$ cat src/rtl/exec_pkg.sv
// exec_pkg: shared encodings for the execute_md stage
package exec_pkg;
  localparam logic [5:0] ALU_ADD = 6'd0, ALU_SUB = 6'd1, ALU_AND = 6'd2, ALU_OR = 6'd3,
                         ALU_XOR = 6'd4, ALU_NOR = 6'd5, ALU_SLT = 6'd6, ALU_SLTU = 6'd7,
                         ALU_SLL = 6'd8, ALU_SRL = 6'd9, ALU_SRA = 6'd10, ALU_LUI = 6'd11;
  localparam logic [1:0] FWD_IDEX = 2'd0, FWD_MEM = 2'd1, FWD_WB = 2'd2, FWD_ZERO = 2'd3;
  typedef enum logic [2:0] {MD_NONE, MD_MULT, MD_MULTU, MD_DIV, MD_DIVU, MD_MFHI, MD_MFLO} md_op_t;
  typedef enum logic [1:0] {S_IDLE, S_MUL, S_DIV, S_FIX} md_state_t;
endpackage

$ cat src/rtl/execute_md_muldiv_iter.sv
// muldiv_iter: iterative shift-add multiplier / restoring divider owning HI and LO
module muldiv_iter
  import exec_pkg::*;
#(
  parameter int DATA_W = 32
) (
  input  logic              clk,
  input  logic              rst,
  input  logic              start,
  input  logic [2:0]        op,
  input  logic [DATA_W-1:0] a,
  input  logic [DATA_W-1:0] b,
  output logic              busy,
  output logic [DATA_W-1:0] hi,
  output logic [DATA_W-1:0] lo
);
  localparam int CW = $clog2(DATA_W);
  md_state_t state, nxt;
  logic [CW-1:0] cnt;
  logic [2*DATA_W-1:0] p, pm;
  logic [DATA_W-1:0] m, ma, mb, q_s, r_s;
  logic [DATA_W:0] add, sub;
  logic is_div, neg, neg_r, dz, sgn, sa, sb, div_op, last;
  assign div_op = op == MD_DIV || op == MD_DIVU;
  assign sgn = op == MD_MULT || op == MD_DIV;
  assign sa = sgn & a[DATA_W-1];
  assign sb = sgn & b[DATA_W-1];
  assign ma = sa ? -a : a;
  assign mb = sb ? -b : b;
  assign add = {1'b0, p[2*DATA_W-1:DATA_W]} + (p[0] ? {1'b0, m} : '0);
  assign sub = p[2*DATA_W-1:DATA_W-1] - {1'b0, m};
  assign pm = neg ? -p : p;
  assign q_s = dz ? '1 : neg ? -p[DATA_W-1:0] : p[DATA_W-1:0];
  assign r_s = neg_r ? -p[2*DATA_W-1:DATA_W] : p[2*DATA_W-1:DATA_W];
  assign last = cnt == CW'(DATA_W - 1);
  assign busy = state != S_IDLE;
  always_comb begin
    nxt = state == S_IDLE ? (start ? (div_op ? S_DIV : S_MUL) : S_IDLE) : state == S_FIX ? S_IDLE : last ? S_FIX : state;
  end
  always_ff @(posedge clk) state <= rst ? S_IDLE : nxt;
  always_ff @(posedge clk) begin
    if (rst) begin
      cnt <= '0;
      p <= '0;
      m <= '0;
      is_div <= 1'b0;
      neg <= 1'b0;
      neg_r <= 1'b0;
      dz <= 1'b0;
      hi <= '0;
      lo <= '0;
    end else if (state == S_IDLE) begin
      if (start) begin
        cnt <= '0;
        is_div <= div_op;
        neg <= sa ^ sb;
        neg_r <= sa;
        dz <= b == '0;
        m <= div_op ? mb : ma;
        p <= {{DATA_W{1'b0}}, div_op ? ma : mb};
      end
    end else if (state == S_FIX) begin
      hi <= is_div ? r_s : pm[2*DATA_W-1:DATA_W];
      lo <= is_div ? q_s : pm[DATA_W-1:0];
    end else begin
      cnt <= cnt + 1'b1;
      p <= is_div ? (sub[DATA_W] ? {p[2*DATA_W-2:0], 1'b0} : {sub[DATA_W-1:0], p[DATA_W-2:0], 1'b1}) : {add, p[DATA_W-1:1]};
    end
  end
endmodule

$ cat src/rtl/execute_md.sv
// execute_md: MIPS EX stage with iterative mul/div, HI/LO, stall interlock and EX/MEM register
module execute_md
  import exec_pkg::*;
#(
  parameter int DATA_W = 32,
  parameter int REG_ADDR_W = 5
) (
  input  logic                  clk,
  input  logic                  rst,
  input  logic                  i_valid,
  input  logic                  i_flush,
  input  logic [DATA_W-1:0]     i_srcA,
  input  logic [DATA_W-1:0]     i_srcB,
  input  logic [DATA_W-1:0]     i_dato2,
  input  logic [DATA_W-1:0]     i_pcplus4,
  input  logic [31:0]           i_instruction,
  input  logic [5:0]            i_ALUOp,
  input  logic [2:0]            i_mdOp,
  input  logic                  i_regDst,
  input  logic                  i_gpr31,
  input  logic                  i_takeBranch,
  input  logic                  i_typeBranch,
  input  logic                  i_takeJumpR,
  input  logic                  i_memToReg,
  input  logic                  i_regWrite,
  input  logic                  i_memWrite,
  input  logic                  i_memRead,
  input  logic [1:0]            i_fwd_a_sel,
  input  logic [1:0]            i_fwd_b_sel,
  input  logic [1:0]            i_fwd_c_sel,
  input  logic [DATA_W-1:0]     i_fwd_dato_mem,
  input  logic [DATA_W-1:0]     i_fwd_dato_wb,
  output logic                  o_stall,
  output logic                  o_takeBranch,
  output logic [DATA_W-1:0]     o_branchAddress,
  output logic                  o_takeJumpR,
  output logic [DATA_W-1:0]     o_jumpAddressR,
  output logic                  o_valid,
  output logic [DATA_W-1:0]     o_pcplus4,
  output logic [DATA_W-1:0]     o_result,
  output logic                  o_carry,
  output logic [DATA_W-1:0]     o_dato2,
  output logic [REG_ADDR_W-1:0] o_writeRegister,
  output logic                  o_memToReg,
  output logic                  o_regWrite,
  output logic                  o_memWrite,
  output logic                  o_memRead
);
  localparam int SW = $clog2(DATA_W);
  logic [DATA_W-1:0] a, b, c, alu, hi, lo, sext;
  logic [REG_ADDR_W-1:0] wreg;
  logic carry, zero, live, busy, start, kill, md_start_op, unused_bits;
  function automatic logic [DATA_W-1:0] fwd(input logic [1:0] sel, input logic [DATA_W-1:0] idex, mem, wb);
    return sel == FWD_IDEX ? idex : sel == FWD_MEM ? mem : sel == FWD_WB ? wb : '0;
  endfunction
  assign a = fwd(i_fwd_a_sel, i_srcA, i_fwd_dato_mem, i_fwd_dato_wb);
  assign b = fwd(i_fwd_b_sel, i_srcB, i_fwd_dato_mem, i_fwd_dato_wb);
  assign c = fwd(i_fwd_c_sel, i_dato2, i_fwd_dato_mem, i_fwd_dato_wb);
  assign unused_bits = ^i_instruction[31:21];
  assign live = i_valid & ~i_flush;
  assign md_start_op = i_mdOp inside {[3'd1:3'd4]};
  assign o_stall = live & busy & (i_mdOp inside {[3'd1:3'd6]});
  assign start = live & ~busy & md_start_op;
  assign kill = ~live | o_stall | md_start_op;
  always_comb begin
    {carry, alu} = '0;
    case (i_ALUOp)
      ALU_SUB:  {carry, alu} = {1'b0, a} - {1'b0, b};
      ALU_AND:  alu = a & b;
      ALU_OR:   alu = a | b;
      ALU_XOR:  alu = a ^ b;
      ALU_NOR:  alu = ~(a | b);
      ALU_SLT:  alu = DATA_W'($signed(a) < $signed(b));
      ALU_SLTU: alu = DATA_W'(a < b);
      ALU_SLL:  alu = b << a[SW-1:0];
      ALU_SRL:  alu = b >> a[SW-1:0];
      ALU_SRA:  alu = DATA_W'($signed(b) >>> a[SW-1:0]);
      ALU_LUI:  alu = b << (DATA_W / 2);
      default:  {carry, alu} = {1'b0, a} + {1'b0, b};
    endcase
  end
  assign zero = alu == '0;
  assign sext = DATA_W'($signed(i_instruction[15:0]));
  assign o_takeBranch = live & i_takeBranch & (i_typeBranch ? ~zero : zero);
  assign o_branchAddress = i_pcplus4 + (sext << 2);
  assign o_takeJumpR = live & i_takeJumpR;
  assign o_jumpAddressR = a;
  assign wreg = i_gpr31 ? '1 : i_regDst ? REG_ADDR_W'(i_instruction[15:11]) : REG_ADDR_W'(i_instruction[20:16]);
  muldiv_iter #(.DATA_W(DATA_W)) u_md (
    .clk(clk),
    .rst(rst),
    .start(start),
    .op(i_mdOp),
    .a(a),
    .b(b),
    .busy(busy),
    .hi(hi),
    .lo(lo)
  );
  always_ff @(posedge clk) begin
    if (rst) begin
      o_valid <= 1'b0;
      o_pcplus4 <= '0;
      o_result <= '0;
      o_carry <= 1'b0;
      o_dato2 <= '0;
      o_writeRegister <= '0;
      o_memToReg <= 1'b0;
      o_regWrite <= 1'b0;
      o_memWrite <= 1'b0;
      o_memRead <= 1'b0;
    end else begin
      o_valid <= ~kill;
      o_pcplus4 <= i_pcplus4;
      o_result <= i_mdOp == MD_MFHI ? hi : i_mdOp == MD_MFLO ? lo : alu;
      o_carry <= carry;
      o_dato2 <= c;
      o_writeRegister <= wreg;
      o_memToReg <= i_memToReg & ~kill;
      o_regWrite <= i_regWrite & ~kill;
      o_memWrite <= i_memWrite & ~kill;
      o_memRead <= i_memRead & ~kill;
    end
  end
endmodule
$ cat config.mk
export PLATFORM = sky130hd
export DESIGN_NAME = execute_md
export DESIGN_NICKNAME = d
export VERILOG_FILES = /design/src/rtl/exec_pkg.sv /design/src/rtl/execute_md_muldiv_iter.sv /design/src/rtl/execute_md.sv
export SDC_FILE = /design/constraint.sdc
export NUM_CORES = 2
export LEC_CHECK = 0
export CORE_ASPECT_RATIO = 0.6
export CORE_MARGIN = 10
export CORE_UTILIZATION = 50
export DETAILED_ROUTE_END_ITERATION = 7
export PLACE_DENSITY_LB_ADDON = 0.25
export SLEW_MARGIN = 20
export SYNTH_ARGS = -nofsm -noshare
export SYNTH_HDL_FRONTEND = slang
export SYNTH_HIERARCHICAL = 1
export SYNTH_SLANG_ARGS = --single-unit
$ cat constraint.sdc
create_clock -name clk -period 25.7 [get_ports clk]
set_input_delay 5.14 -clock clk [delete_from_list [all_inputs] [get_ports clk]]
set_output_delay 5.14 -clock clk [all_outputs]
set_load 0.02 [all_outputs]
==> run metrics <==
Simple-Gate Fraction of Synth Area 22.34%; #FFs+latches synth approximately 280; Iter 0 DRT Violations 6,553; failing checks DRC; largest net degree at the start of global routing 95; DRT antenna net count 0; Tmin final between 15 and 20 ns; CP required 20.56 ns; Most used DFF post-synth dfxtp_1; Root Driver clkbuf_16; Slew HR 13.23%; area share of the largest cell type after synthesis a little under a fifth; Initial Util roughly half; power per cell area 76.63 mW/mm2; largest family of logic cells by synthesized area compound AO/OA/AOI/OAI gates; Cells after Synth 4,256; Least-Margin Pin Slew around 1.3 ns; async set-reset flop share out of synthesis 0%; die area 0.07164 mm2; via count 36,600; initial antenna violation count 8; Fin. Hold Viols 0; DP HPWL 120,000 um; P_leak 0.01441 uW; post-synthesis adder-cell area fraction 8.454%; row count 70; H-tree depth 1; xor/xnor share of the synthesized area 5.883%; syn nets 4,711; vias in the first global route about 32,000; Post-Syn Area 0.03052 mm2; Avg WL per Cell between 20 and 30 um; Mean Syn Cell Area 7.171 um2; fin cells roughly 5,400; nets 4,963; fillers 5,604; status complete, but fails checks; Unique masters post-synth 110; drt pass-1 iters 8; Crit. End Element output port; Hold Path Class flop to flop; Synth area leaders dfxtp_1 (18%), ha_1 (8.2%), mux2i_1 (7.8%); compound-gate portion of the synthesized area between 30 and 40%; RSZ-0062 raised after global routing no; Post-Route Skew 0.02844 ns; gpl congestion 1.064; TritonCTS clock tree done; total clock buffers created by CTS 30; CP Class input port to output port; most common cell in the netlist nor2_1; final period utilization 74.34%; Max FO, Critical Path 35; Max Slew Vio Count 0; multiplexer area fraction after synthesis under 10%; setup bufs post-CTS 0; Clk Latency, worst-skew pair 0.62 ns; GRT Total Usage 40.51%; Routed WL 155,500 um; EDFF count, synth 0; Sequential Area 0.005567 mm2; Clk pin slew, worst setup/hold paths ~0.06 ns; TNS Setup 0 ns; die width about 340 um; Area Growth Syn to Fin 19.33%; Post-synth top cells nor2_1 (613), nand2_1 (362), a21oi_1 (331); Max-Cap Viols 0; Die Ht 211.4 um; WP data arrival 13.97 ns; Final setup viols 0; Synth warnings 6; hold_buf cts 0; post-synth top area cell dfxtp_1; CTS resizes 0; first-pass GRT wire length approximately 220,000 um; DRC 23; I/O Pins 426; CP startpoint kind input port; Max clock buf depth 3; CTS sink cnt 278; Core Region 0.06070 mm2; Fmax achieved 52.34 MHz; layout cell share with drive strength beyond 1 6.116%; vias per cell 6.825; dpl cells 5,304; # port buffers 414; peak supply drop 0.00009334 V; total gr overflow 0; post-synthesis sequential area ratio 18.24%; multi-input logic area between 0.02 and 0.025 mm2
[routing by layer]
| layer | track usage, % | part of all wire, % | up-vias |
|---|---|---|---|
| li1 | - | - | 16130 |
| met1 | 58.55 | 42 | 17310 |
| met2 | 50.80 | 36 | 2819 |
| met3 | 20.96 | 19 | 341 |
| met4 | 9.538 | 2.9 | 8 |
| met5 | 0 | 0.094 | - |
[worst max-delay path: stages]
cell	delay (ns)
clkdlybuf4s50_1	0.45
buf_4	0.42
nor2b_2	0.55
buf_4	0.46
a2bb2oi_2	0.29
buf_4	0.34
inv_2	0.35
buf_4	0.55
ha_1	0.28
nor2b_1	0.24
o21ba_2	0.22
a2111oi_2	0.09
a2111oi_4	0.42
o211ai_1	0.38
and2_1	0.31
a221o_1	0.43
a2111oi_4	0.50
nand4_1	0.14
nor4b_1	0.61
nand4_1	0.16
nor4_1	0.39
and4bb_1	0.32
mux2i_1	0.20
clkdlybuf4s50_1	0.63
[logic make-up after synthesis]
kind of cell	after synthesis
AND/OR/NAND/NOR	1498
AO/OA/AOI/OAI	1341
buffers and inverters	467
flip-flops	278
multiplexers	263
XOR/XNOR	205
adder cells (fa/ha/maj)	204
[path summary, 6_finish.rpt]
| kind | from | end | slack (ns) | cells after the start |
|---|---|---|---|---|
| setup / recovery | i_fwd_a_sel[1] | o_takeBranch | 6.59 | 24 |
| hold / removal | u_md/m[7] | u_md/m[7] | 0.45 | 2 |
| hold reg to reg | u_md/m[7] | u_md/m[7] | 0.45 | 2 |
| setup reg to reg | u_md/p[50] | u_md/p[51] | 20.82 | 10 |
[stage by stage]
step           hold slack, ns  power [uW]  instance area [um2]  setup slack (ns)  util [%]
3_3_place_gp           0.4417        2218                35390             7.246     58.31
2_1_floorplan          0.4312        1656                30520             9.771         -
6_report               0.4501        2791                36420             6.595     60.00
3_5_place_dp           0.4443        2230                35400             7.156     58.32
5_1_grt                0.4726        2898                36400             6.478     59.98
4_1_cts                0.4534        2689                36400             7.119     59.97
[sequential cells by signal, indices dropped and copies added, names as in the netlist]
signal,cells
o_carry,1
o_dato2,32
o_memRead,1
o_memToReg,1
o_memWrite,1
o_pcplus4,32
o_regWrite,1
o_result,32
o_valid,1
o_writeRegister,5
u_md/cnt,5
u_md/dz,1
u_md/hi,32
u_md/is_div,1
u_md/lo,32
u_md/m,32
u_md/neg,1
u_md/neg_r,1
u_md/p,64
u_md/state,2
[placed cells by master, fill, tap and decap left out, drive strengths merged, types with 27 or more instances in the layout]
| cell type | netlist | final |
|---|---|---|
| nand3 | 102 | 102 |
| o21ai | 221 | 221 |
| o22ai | 64 | 64 |
| a311oi | 31 | 31 |
| o31ai | 43 | 43 |
| nand2b | 39 | 39 |
| ha | 199 | 199 |
| xnor2 | 111 | 111 |
| nand2 | 362 | 362 |
| nor2 | 614 | 614 |
| clkdlybuf4s50 | 0 | 410 |
| o211ai | 63 | 63 |
| mux2i | 242 | 242 |
| nor3 | 109 | 109 |
| dfxtp | 278 | 278 |
| nor2b | 70 | 70 |
| a21oi | 332 | 332 |
| inv | 167 | 171 |
| a221oi | 30 | 30 |
| clkbuf | 223 | 38 |
| a211oi | 140 | 140 |
| o2bb2ai | 35 | 35 |
| nor4 | 39 | 39 |
| buf | 76 | 108 |
| a21o | 65 | 65 |
| a31oi | 47 | 47 |
| nand4 | 27 | 27 |
| xor2 | 94 | 94 |
[area by class of cell]
| type | count | share of cell area (%) |
|---|---|---|
| Timing Repair Buffer | 519 | 13.51 |
| Sequential cell | 278 | 15.29 |
| Inverter | 168 | 1.745 |
| Tap cell | 828 | 2.845 |
| Multi-Input combinational cell | 3511 | 63.84 |
| Clock buffer | 37 | 2.302 |
| Clock inverter | 16 | 0.4329 |
| Antenna cell | 6 | 0.04123 |
[where the power goes]
| part | switching (uW) | internal, uW |
|---|---|---|
| registers | 128 | 497 |
| clock network | 207 | 252 |
| logic | 1090 | 616 |
| total | 1430 | 1360 |
No activity file was read; power rests on OpenSTA's default activity.
